$ cat src/rtl/fetch_pkg.sv
// Shared types and constants for the instruction fetch sequencer.
package fetch_pkg;

  typedef enum logic [1:0] {BOOT, RUN, HALT} fetch_state_e;

  typedef struct packed {
    logic [31:0] pc;
    logic [31:0] ir;
  } fetch_entry_t;

  localparam int unsigned INSN_BYTES       = 4;
  localparam logic [31:0] DEFAULT_RESET_PC = 32'h0000_0000;

  // Fetches are word-granular; the low two target bits carry no address information.
  function automatic logic [31:0] align_pc(input logic [31:0] pc);
    return {pc[31:2], 2'b00};
  endfunction

endpackage

$ cat src/rtl/fetch_ctrl_if.sv
// Valid/ready (pc, ir) stream from fetch to decode.
interface fetch_ctrl_if;
  logic        valid;
  logic        ready;
  logic [31:0] pc;
  logic [31:0] ir;

  modport master (output valid, pc, ir, input ready);
  modport slave  (input valid, pc, ir, output ready);
endinterface

$ cat src/rtl/fetch_buf.sv
// Synchronous FIFO of fetched (pc, ir) entries with single-cycle flush.
module fetch_buf
  import fetch_pkg::*;
#(
  parameter int unsigned DEPTH = 2
) (
  input  logic                     clk,
  input  logic                     rst,
  input  logic                     push,
  input  logic                     pop,
  input  logic                     flush,
  input  fetch_entry_t             din,
  output fetch_entry_t             head,
  output logic [$clog2(DEPTH):0]   count
);

  localparam int unsigned PW = $clog2(DEPTH);

  fetch_entry_t   mem [DEPTH];
  logic [PW-1:0]  wr_ptr, rd_ptr;
  logic           do_push, do_pop;

  assign do_pop  = pop && (count != '0) && !flush;
  assign do_push = push && !flush && ((count != (PW+1)'(DEPTH)) || do_pop);

  always_ff @(posedge clk) begin
    if (rst || flush) begin
      wr_ptr <= '0;
      rd_ptr <= '0;
      count  <= '0;
    end else begin
      if (do_push) wr_ptr <= wr_ptr + 1'b1;
      if (do_pop)  rd_ptr <= rd_ptr + 1'b1;
      case ({do_push, do_pop})
        2'b10:   count <= count + 1'b1;
        2'b01:   count <= count - 1'b1;
        default: ;
      endcase
    end
  end

  always_ff @(posedge clk) begin
    if (do_push) mem[wr_ptr] <= din;
  end

  // Empty buffer presents zeros so decode never sees a stale or uninitialised slot.
  assign head = (count != '0) ? mem[rd_ptr] : '0;

endmodule

$ cat src/rtl/fetch_ctrl.sv
// Fetch sequencer: owns the PC, issues ROM reads under buffer credit, drops stale fetches on redirect.
// Optional FETCH_MISALIGN_EN: misaligned redirect targets halt fetch and raise fault/fault_pc.
module fetch_ctrl
  import fetch_pkg::*;
#(
  parameter logic [31:0] RESET_PC  = DEFAULT_RESET_PC,
  parameter int unsigned ADDR_W    = 15,
  parameter int unsigned BUF_DEPTH = 2
) (
  input  logic              clk,
  input  logic              rst,
  output logic              imem_en,
  output logic [ADDR_W-1:0] imem_addr,
  input  logic [31:0]       imem_rdata,
  input  logic              redirect_valid,
  input  logic [31:0]       redirect_pc,
  input  logic              halt,
  fetch_ctrl_if.master      dec,
  output logic              halted
`ifdef FETCH_MISALIGN_EN
  ,
  output logic              fault,
  output logic [31:0]       fault_pc
`endif
);

  localparam int unsigned CNT_W = $clog2(BUF_DEPTH) + 1;
  localparam int unsigned CR_W  = CNT_W + 1;

  fetch_state_e     state;
  logic [31:0]      pc;
  logic             epoch;
  logic             inflight;
  logic             infl_epoch;
  logic [31:0]      infl_pc;

  logic             run, mis, go_halt, take_redir, flush;
  logic             pop_raw, issue, push;
  logic [CNT_W-1:0] count;
  logic [CR_W-1:0]  used, limit;
  fetch_entry_t     head, din;

  assign run = (state == RUN);

`ifdef FETCH_MISALIGN_EN
  assign mis = redirect_valid && (redirect_pc[1:0] != 2'b00);
`else
  assign mis = 1'b0;
`endif

  // Halt outranks redirect; a misaligned redirect is treated as a halt request.
  assign go_halt    = run && (halt || mis);
  assign take_redir = run && redirect_valid && !go_halt;
  assign flush      = go_halt || take_redir;

  // Credit: buffered + in-flight entries must fit once this cycle's pop retires.
  assign pop_raw = dec.valid && dec.ready;
  assign used    = CR_W'(count) + CR_W'(inflight);
  assign limit   = CR_W'(BUF_DEPTH) + CR_W'(pop_raw);
  assign issue   = run && !flush && (used < limit);

  assign imem_en   = issue;
  assign imem_addr = pc[ADDR_W+1:2];

  assign push = inflight && (infl_epoch == epoch) && !flush;
  assign din  = '{pc: infl_pc, ir: imem_rdata};

  fetch_buf #(.DEPTH(BUF_DEPTH)) u_buf (
    .clk   (clk),
    .rst   (rst),
    .push  (push),
    .pop   (pop_raw),
    .flush (flush),
    .din   (din),
    .head  (head),
    .count (count)
  );

  assign dec.valid = (count != '0);
  assign dec.pc    = head.pc;
  assign dec.ir    = head.ir;

  always_ff @(posedge clk) begin
    if (rst) begin
      state      <= BOOT;
      pc         <= RESET_PC;
      epoch      <= 1'b0;
      inflight   <= 1'b0;
      infl_epoch <= 1'b0;
      infl_pc    <= '0;
      halted     <= 1'b0;
    end else begin
      inflight   <= issue;
      infl_epoch <= epoch;
      infl_pc    <= pc;
      if (issue) pc <= pc + 32'(INSN_BYTES);
      case (state)
        BOOT: state <= RUN;
        RUN: begin
          if (go_halt) begin
            state  <= HALT;
            halted <= 1'b1;
          end else if (take_redir) begin
            pc    <= align_pc(redirect_pc);
            epoch <= ~epoch;
          end
        end
        default: ;
      endcase
    end
  end

`ifdef FETCH_MISALIGN_EN
  always_ff @(posedge clk) begin
    if (rst) begin
      fault    <= 1'b0;
      fault_pc <= '0;
    end else if (run && mis && !halt) begin
      fault    <= 1'b1;
      fault_pc <= redirect_pc;
    end
  end
`endif

endmodule

$ cat src/flat_wrapper.sv
// flat-port wrapper written by rule: the top's interface ports become plain ports
module fetch_ctrl_flat import fetch_pkg::*;
#(
  parameter logic [31:0] RESET_PC  = DEFAULT_RESET_PC,
  parameter int unsigned ADDR_W    = 15,
  parameter int unsigned BUF_DEPTH = 2
)
  (clk, rst, imem_en, imem_addr, imem_rdata, redirect_valid, redirect_pc, halt, halted, dec_valid, dec_pc, dec_ir, dec_ready);
  fetch_ctrl_if dec_i ();
  input  logic clk;
  input  logic rst;
  output logic imem_en;
  output logic [ADDR_W-1:0] imem_addr;
  input  logic [31:0] imem_rdata;
  input  logic redirect_valid;
  input  logic [31:0] redirect_pc;
  input  logic halt;
  output logic halted;
  output wire logic [$bits(dec_i.valid)-1:0] dec_valid;
  output wire logic [$bits(dec_i.pc)-1:0] dec_pc;
  output wire logic [$bits(dec_i.ir)-1:0] dec_ir;
  input wire logic [$bits(dec_i.ready)-1:0] dec_ready;
  assign dec_valid = dec_i.valid;
  assign dec_pc = dec_i.pc;
  assign dec_ir = dec_i.ir;
  assign dec_i.ready = dec_ready;
  fetch_ctrl #(.RESET_PC(RESET_PC), .ADDR_W(ADDR_W), .BUF_DEPTH(BUF_DEPTH)) u_core (.clk(clk), .rst(rst), .imem_en(imem_en), .imem_addr(imem_addr), .imem_rdata(imem_rdata), .redirect_valid(redirect_valid), .redirect_pc(redirect_pc), .halt(halt), .dec(dec_i), .halted(halted));
endmodule
$ cat config.mk
export PLATFORM = sky130hd
export DESIGN_NAME = fetch_ctrl_flat
export DESIGN_NICKNAME = d
export VERILOG_FILES = /design/src/rtl/fetch_pkg.sv /design/src/rtl/fetch_ctrl_if.sv /design/src/rtl/fetch_buf.sv /design/src/rtl/fetch_ctrl.sv /design/src/flat_wrapper.sv
export SDC_FILE = /design/constraint.sdc
export NUM_CORES = 1
export LEC_CHECK = 0
export ABC_AREA = 1
export CORE_MARGIN = 3
export CORE_UTILIZATION = 40
export CTS_BUF_LIST = sky130_fd_sc_hd__clkbuf_8
export DETAILED_ROUTE_END_ITERATION = 10
export HOLD_SLACK_MARGIN = 0.12
export PLACE_DENSITY = 0.76
export SYNTH_ARGS = -nofsm -noshare
export SYNTH_HDL_FRONTEND = slang
export SYNTH_SLANG_ARGS = --single-unit
$ cat constraint.sdc
create_clock -name clk -period 6.8 [get_ports clk]
set_input_delay 1.7 -clock clk [delete_from_list [all_inputs] [get_ports clk]]
set_output_delay 1.7 -clock clk [all_outputs]
set_load 0.03 [all_outputs]
==> run metrics <==
Die H=149 um; Synth area leaders=edfxtp_1 (45%), dfxtp_1 (17%), nand2_1 (10%); Sw Pwr=530 uW; die outline width=149 um; total wire length=17200 um; RSZ-0062 raised after global routing=no; Avg Inst Size Synth=9.43 sq um; clk_lat worst skew=450 ps; startpoint types=input pin; fillers=roughly 1800; outcome=finished clean; P_int=roughly 1.7 mW; Netlist cell types=33; leakage power=3.90 nW; Area Overhead vs Synth=24.5%; core area=between 15000 and 20000 sq um; gr usage total=around 16%; Combinational Power Share=around 8%; Final Non-Filler Cells=1268; Synth top cells by count=nand2_1 (226), edfxtp_1 (124), inv_1 (99); sequential share of power=57.2%; Max VDD drop=0.113 mV; wire per inst=13.6 um; Max Fclk=between 150 and 200 MHz; setup repair bufs after CTS=0; Post-Place Cells=approximately 1200; final setup vio count=0; setup TNS=0 ps; Synth top area share=45.4%; Num CTS Buffers=17; Final #Nets=1062; Final Slew Violations=0; post_cts resized=0; min cycle time layout=5200 ps; vias in the first global route=5540; hold slack=438 ps; Antenna Diode Count=0; register area share after synthesis=62.8%; Final Hold Vio Count=0; Cells after Synth=about 870; Cell Rows=51; setup ws final=1600 ps; Root Buffer=clkbuf_8; most frequent cell after synthesis=nand2_1; DRT Pass-1 Iters=6; # IOs=approximately 150; Crit Path Class=in -> out; Max Cap Viol=0; Final Cycle Share=76.4%; CTS Hold Bufs=0; Post-Route Utilization=51.6%; CP required=between 5000 and 6000 ps; Detail Placement HPWL=11900 um; CTS tree=yes; drc violations=0; initial antenna violation count=0; Post-synth EDFFs=124; vias post-DR=5898; CTS sink cnt=195; worst hold path depth=0; vias per cell=~4.7; Worst Path Arrival=around 3500 ps; GR Overflow Total=0; synthesized flop and latch total=195; worst-path maximum fanout=5; Pwr Total=2.26 mW; share of layout cells above drive strength 1=7.28%; H-tree level count=4; ys async rst share=0%; Synth Cell Area=8190 sq um; cells on worst reg2reg path=9; First DRT Iteration DRCs=318; Setup WS pre-CTS=between 1500 and 2000 ps; Antenna Nets Post-Route=0; relative slew slack=26.1%; Critical Path End Type=output pin; Pwr Density=222 nW/um^2; Initial Util=between 40% and 50%; Setup Skew=15.7 ps; largest net degree at the start of global routing=63; IO Port Bufs=approximately 150; Bufs on Longest Clock Path=2; Slew @ Worst Pin=1110 ps; first-pass GRT wire length=27600 um; Final Wtd Congestion=around 0.85; clock share of power=34.7%; Main synth FF type=edfxtp_1; cell taking the most area after synthesis=edfxtp_1; Reg clk slew, reported paths=around 90 ps; switching part of the total=23.4%; die area=22200 sq um; dpl cell area=9770 sq um; hold crit path type=reg -> reg; design area=10200 sq um; Yosys Warn Count=0
[power by group through the flow]
stage / clock (mW) / combinational (mW) / sequential (mW)
after floorplan: 0 / 0.107 / 1.32
after global placement: 0 / 0.183 / 1.32
after detailed placement: 0 / 0.185 / 1.32
after CTS: 0.812 / 0.186 / 1.29
after global routing: 0.860 / 0.202 / 1.30
final: 0.785 / 0.184 / 1.30
[cells by family (layout without fill, tap and decap cells)]
logic type / Yosys count / in the layout / share of synthesized area, %
AND/OR/NAND/NOR: 387 / 387 / 20.2
buffers and inverters: 159 / 292 / 8.38
other: 1 / 2 / 0.0458
AO/OA/AOI/OAI: 120 / 120 / 7.71
adder cells (fa/ha/maj): 3 / 3 / 0.458
flip-flops: 195 / 195 / 62.8
XOR/XNOR: 4 / 4 / 0.428
[area by class of cell]
type	instances	area, sq um	share of cell area, %
inverters	107	402	3.94
repair buffers	153	1510	14.8
well taps	265	332	3.25
multi-input cells	516	2380	23.3
clock inverters	15	195	1.91
clock buffers	17	234	2.29
flip-flops and latches	195	5150	50.4
[flip-flops by register name, summed over array words and instances, names as in the netlist, named ones only]
signal / flops
u_core.epoch: 1
u_core.halted: 1
u_core.infl_epoch: 1
u_core.infl_pc: 30
u_core.inflight: 1
u_core.pc: 30
u_core.state: 2
u_core.u_buf.count: 2
u_core.u_buf.mem: 124
u_core.u_buf.rd_ptr: 1
u_core.u_buf.wr_ptr: 1
[cell usage in the layout (no fill, tap or decap), drive strengths merged, types with 5 or more instances in the layout]
| cell type | netlist | final |
|---|---|---|
| nor3 | 5 | 5 |
| o21ai | 39 | 39 |
| nand2 | 229 | 229 |
| inv | 107 | 113 |
| nor2 | 76 | 76 |
| nand3 | 63 | 63 |
| dfxtp | 71 | 71 |
| clkdlybuf4s50 | 0 | 146 |
| clkinv | 0 | 5 |
| edfxtp | 124 | 124 |
| nand4 | 7 | 7 |
| or2 | 6 | 6 |
| buf | 27 | 7 |
| a21oi | 72 | 72 |
| o21bai | 6 | 6 |
| clkbuf | 25 | 17 |
[worst paths after layout]
| check | startpoint | to | slack, ps |
|---|---|---|---|
| min reg2reg | u_core.infl_pc[11] | u_core.u_buf.mem[1][43] | 440 |
| max | halt | imem_en | 1600 |
| max reg2reg | u_core.u_buf.count[0] | u_core.u_buf.mem[1][22] | 3870 |
| min | u_core.infl_pc[11] | u_core.u_buf.mem[1][43] | 440 |
[metal layers]
layer  vias up  GRT usage, %  wire length [um]
met5         -             0                 0
met4         0          4.21               121
met3         7          3.28               993
met2       157          26.4              8330
met1      2684          20.5              7790
li1       3050             -                 -
[worst max-delay path, cell delays in order]
cell             delay (ps)
clkdlybuf4s50_1         520
nor2_1                  170
nand3_2                 110
a21oi_2                 250
clkdlybuf4s50_1         740
No activity file was read; power rests on OpenSTA's default activity.
==> RTL change, RTL diff (same flow settings) <==
The 3 states of `fetch_state_e` get a one-hot encoding in 3 bits.
--- a/src/rtl/fetch_pkg.sv
+++ b/src/rtl/fetch_pkg.sv
@@ -1,7 +1,7 @@
 // Shared types and constants for the instruction fetch sequencer.
 package fetch_pkg;
 
-  typedef enum logic [1:0] {BOOT, RUN, HALT} fetch_state_e;
+  typedef enum logic [2:0] {BOOT = 3'b001, RUN = 3'b010, HALT = 3'b100} fetch_state_e;
 
   typedef struct packed {
     logic [31:0] pc;
Check against the original RTL: same outputs for any inputs over 4 cycles, from zero or initial values and one cycle with rst high; so few cycles prove little.
==> RTL change against the original RTL <==
  * Setup slack got worse by 0.089 ns
  * Largest cell class unchanged
  * Routed wire length increased by 10%
  * Via count increased by 8.9%
  * Critical path type unchanged
  * Final cell count increased by 6.9%
  * Count of clock-buffer cells in the layout increased by 1
  * Critical endpoint unchanged
  * Sequential cell count increased by 1
  * Final area increased by 1.1%
  * Area after synthesis increased by 2.3%
Power is not compared: it rests on default switching activity, and its combinational part moved more than twofold at a synthesized area within 25%.
==> RTL change: results (changes against the original RTL) <==
Logic synthesis
  – Sequential fraction of the synthesis area: 61.6% (was 62.8%)
  – Synth top cells by count: 304 x nand2_1, 156 x nor2_1, 124 x edfxtp_1, 82 x inv_1, 72 x dfxtp_1 (was 226 x nand2_1, 124 x edfxtp_1, 99 x inv_1, 71 x a21oi_1, 71 x dfxtp_1)
  – Ranking of synthesized cells by area: edfxtp_1 44%, dfxtp_1 17%, nand2_1 14%, nor2_1 7.0%, a21oi_1 4.0% (was edfxtp_1 45%, dfxtp_1 17%, nand2_1 10%, inv_1 4.5%, a21oi_1 4.3%)

GRT
  – M2 GR Usage: 28.4% (was 26.4%)
  – Met1 global-route usage: 20.7% (was 20.5%)
  – Largest net degree at the start of global routing: 67 (was 63)
  – First-pass GRT wire length: 29600 um (was 27600 um)
  – Vias in the first global route: 6044 (was 5540)
  – Total GRT Usage: 16.8% (was 15.6%)

Worst hold path
  – Hold EP: u_core.u_buf.mem[0][43]$_DFFE_PP_ (was u_core.u_buf.mem[1][43]$_DFFE_PP_)

Setup path
  – R2R cell count: 7 (was 9)
  – Worst EP arrival: 3.59 ns (was 3.50 ns)
  – Terminus of the critical flop-to-flop path: u_core.u_buf.mem[0][27]$_DFFE_PP_ (was u_core.u_buf.mem[1][22]$_DFFE_PP_)
  – Slowest stage delay, CP: 0.68 ns (was 0.74 ns)
  – Reg2reg start: u_core.epoch$_SDFFE_PP0P_ (was u_core.u_buf.count[0]$_SDFFE_PP0P_)
  – Flop2flop setup slack: 4.24 ns (was 3.87 ns)

STA
  – Period minus WS final: 5.29 ns (was 5.20 ns)
  – WHS: 0.432 ns (was 0.438 ns)
  – Worst slew pin tran: 1.09 ns (was 1.11 ns)
  – Skew final: 0.0103 ns (was 0.0157 ns)

Cells and area
  – Seq area share: 50.1% (was 50.4%)
  – Multi-input logic area: 0.00261 mm2 (was 0.00238 mm2)
  – Non-clock buffers, area share: 14.8% (about the same)
  – # clk buffers: 18 (was 17)
  – Nets: 1145 (was 1062)
  – Share of cells above drive strength 1: 4.79% (was 7.28%)
  – Multi-input gate count: 618 (was 516)
  – FF/Latch Area: 0.00517 mm2 (was 0.00515 mm2)

Placement
  – Setup WS pre-CTS: 1.50 ns (was 1.57 ns)
  – Routability congestion estimate: 0.895 (was 0.851)
  – Post-DP HPWL: 13000 um (was 11900 um)

Route
  – DR WL/cell: 14.0 um (was 13.6 um)
  – DRT met1 WL: 8190 um (was 7790 um)
  – Initial DRC Count: 413 (was 318)
  – Routed wire length: 19000 um (was 17200 um)
  – Via count: 6422 (was 5898)

Clocking
  – # clock sinks: 196 (was 195)

Run status
  – Outcome: completed (unchanged)

Die
  – Die Area: 0.0227 mm2 (was 0.0222 mm2)
-- RTL change: cell types whose count changed after synthesis, sizes merged, moves of 5 or more --
cell,change
nor2,+84
inv,-22
nand3,-8
o21bai,-6
or2,-5
a21oi,-5
nand2,+75
o21ai,-27
nand4,-7
-- RTL change: cell families (layout without fill, tap and decap cells) --
| group | Yosys count | in the layout | synth area share [%] |
|---|---|---|---|
| adders and majority gates | 3 | 3 | 0.448 |
| and+or+nand+nor | 526 | 526 | 24.8 |
| buffers and inverters | 140 | 272 | 7.54 |
| AOI/OAI and AO/OA | 81 | 81 | 4.91 |
| DFF | 196 | 196 | 61.6 |
| xor gates and xnor gates | 6 | 6 | 0.627 |
| other | 1 | 2 | 0.0447 |
-- RTL change: where the power goes --
group / switching [mW] / internal [mW]
clock: 0.391 / 0.297
sequential: 0.0200 / 1.29
combinational: 0.256 / 0.155
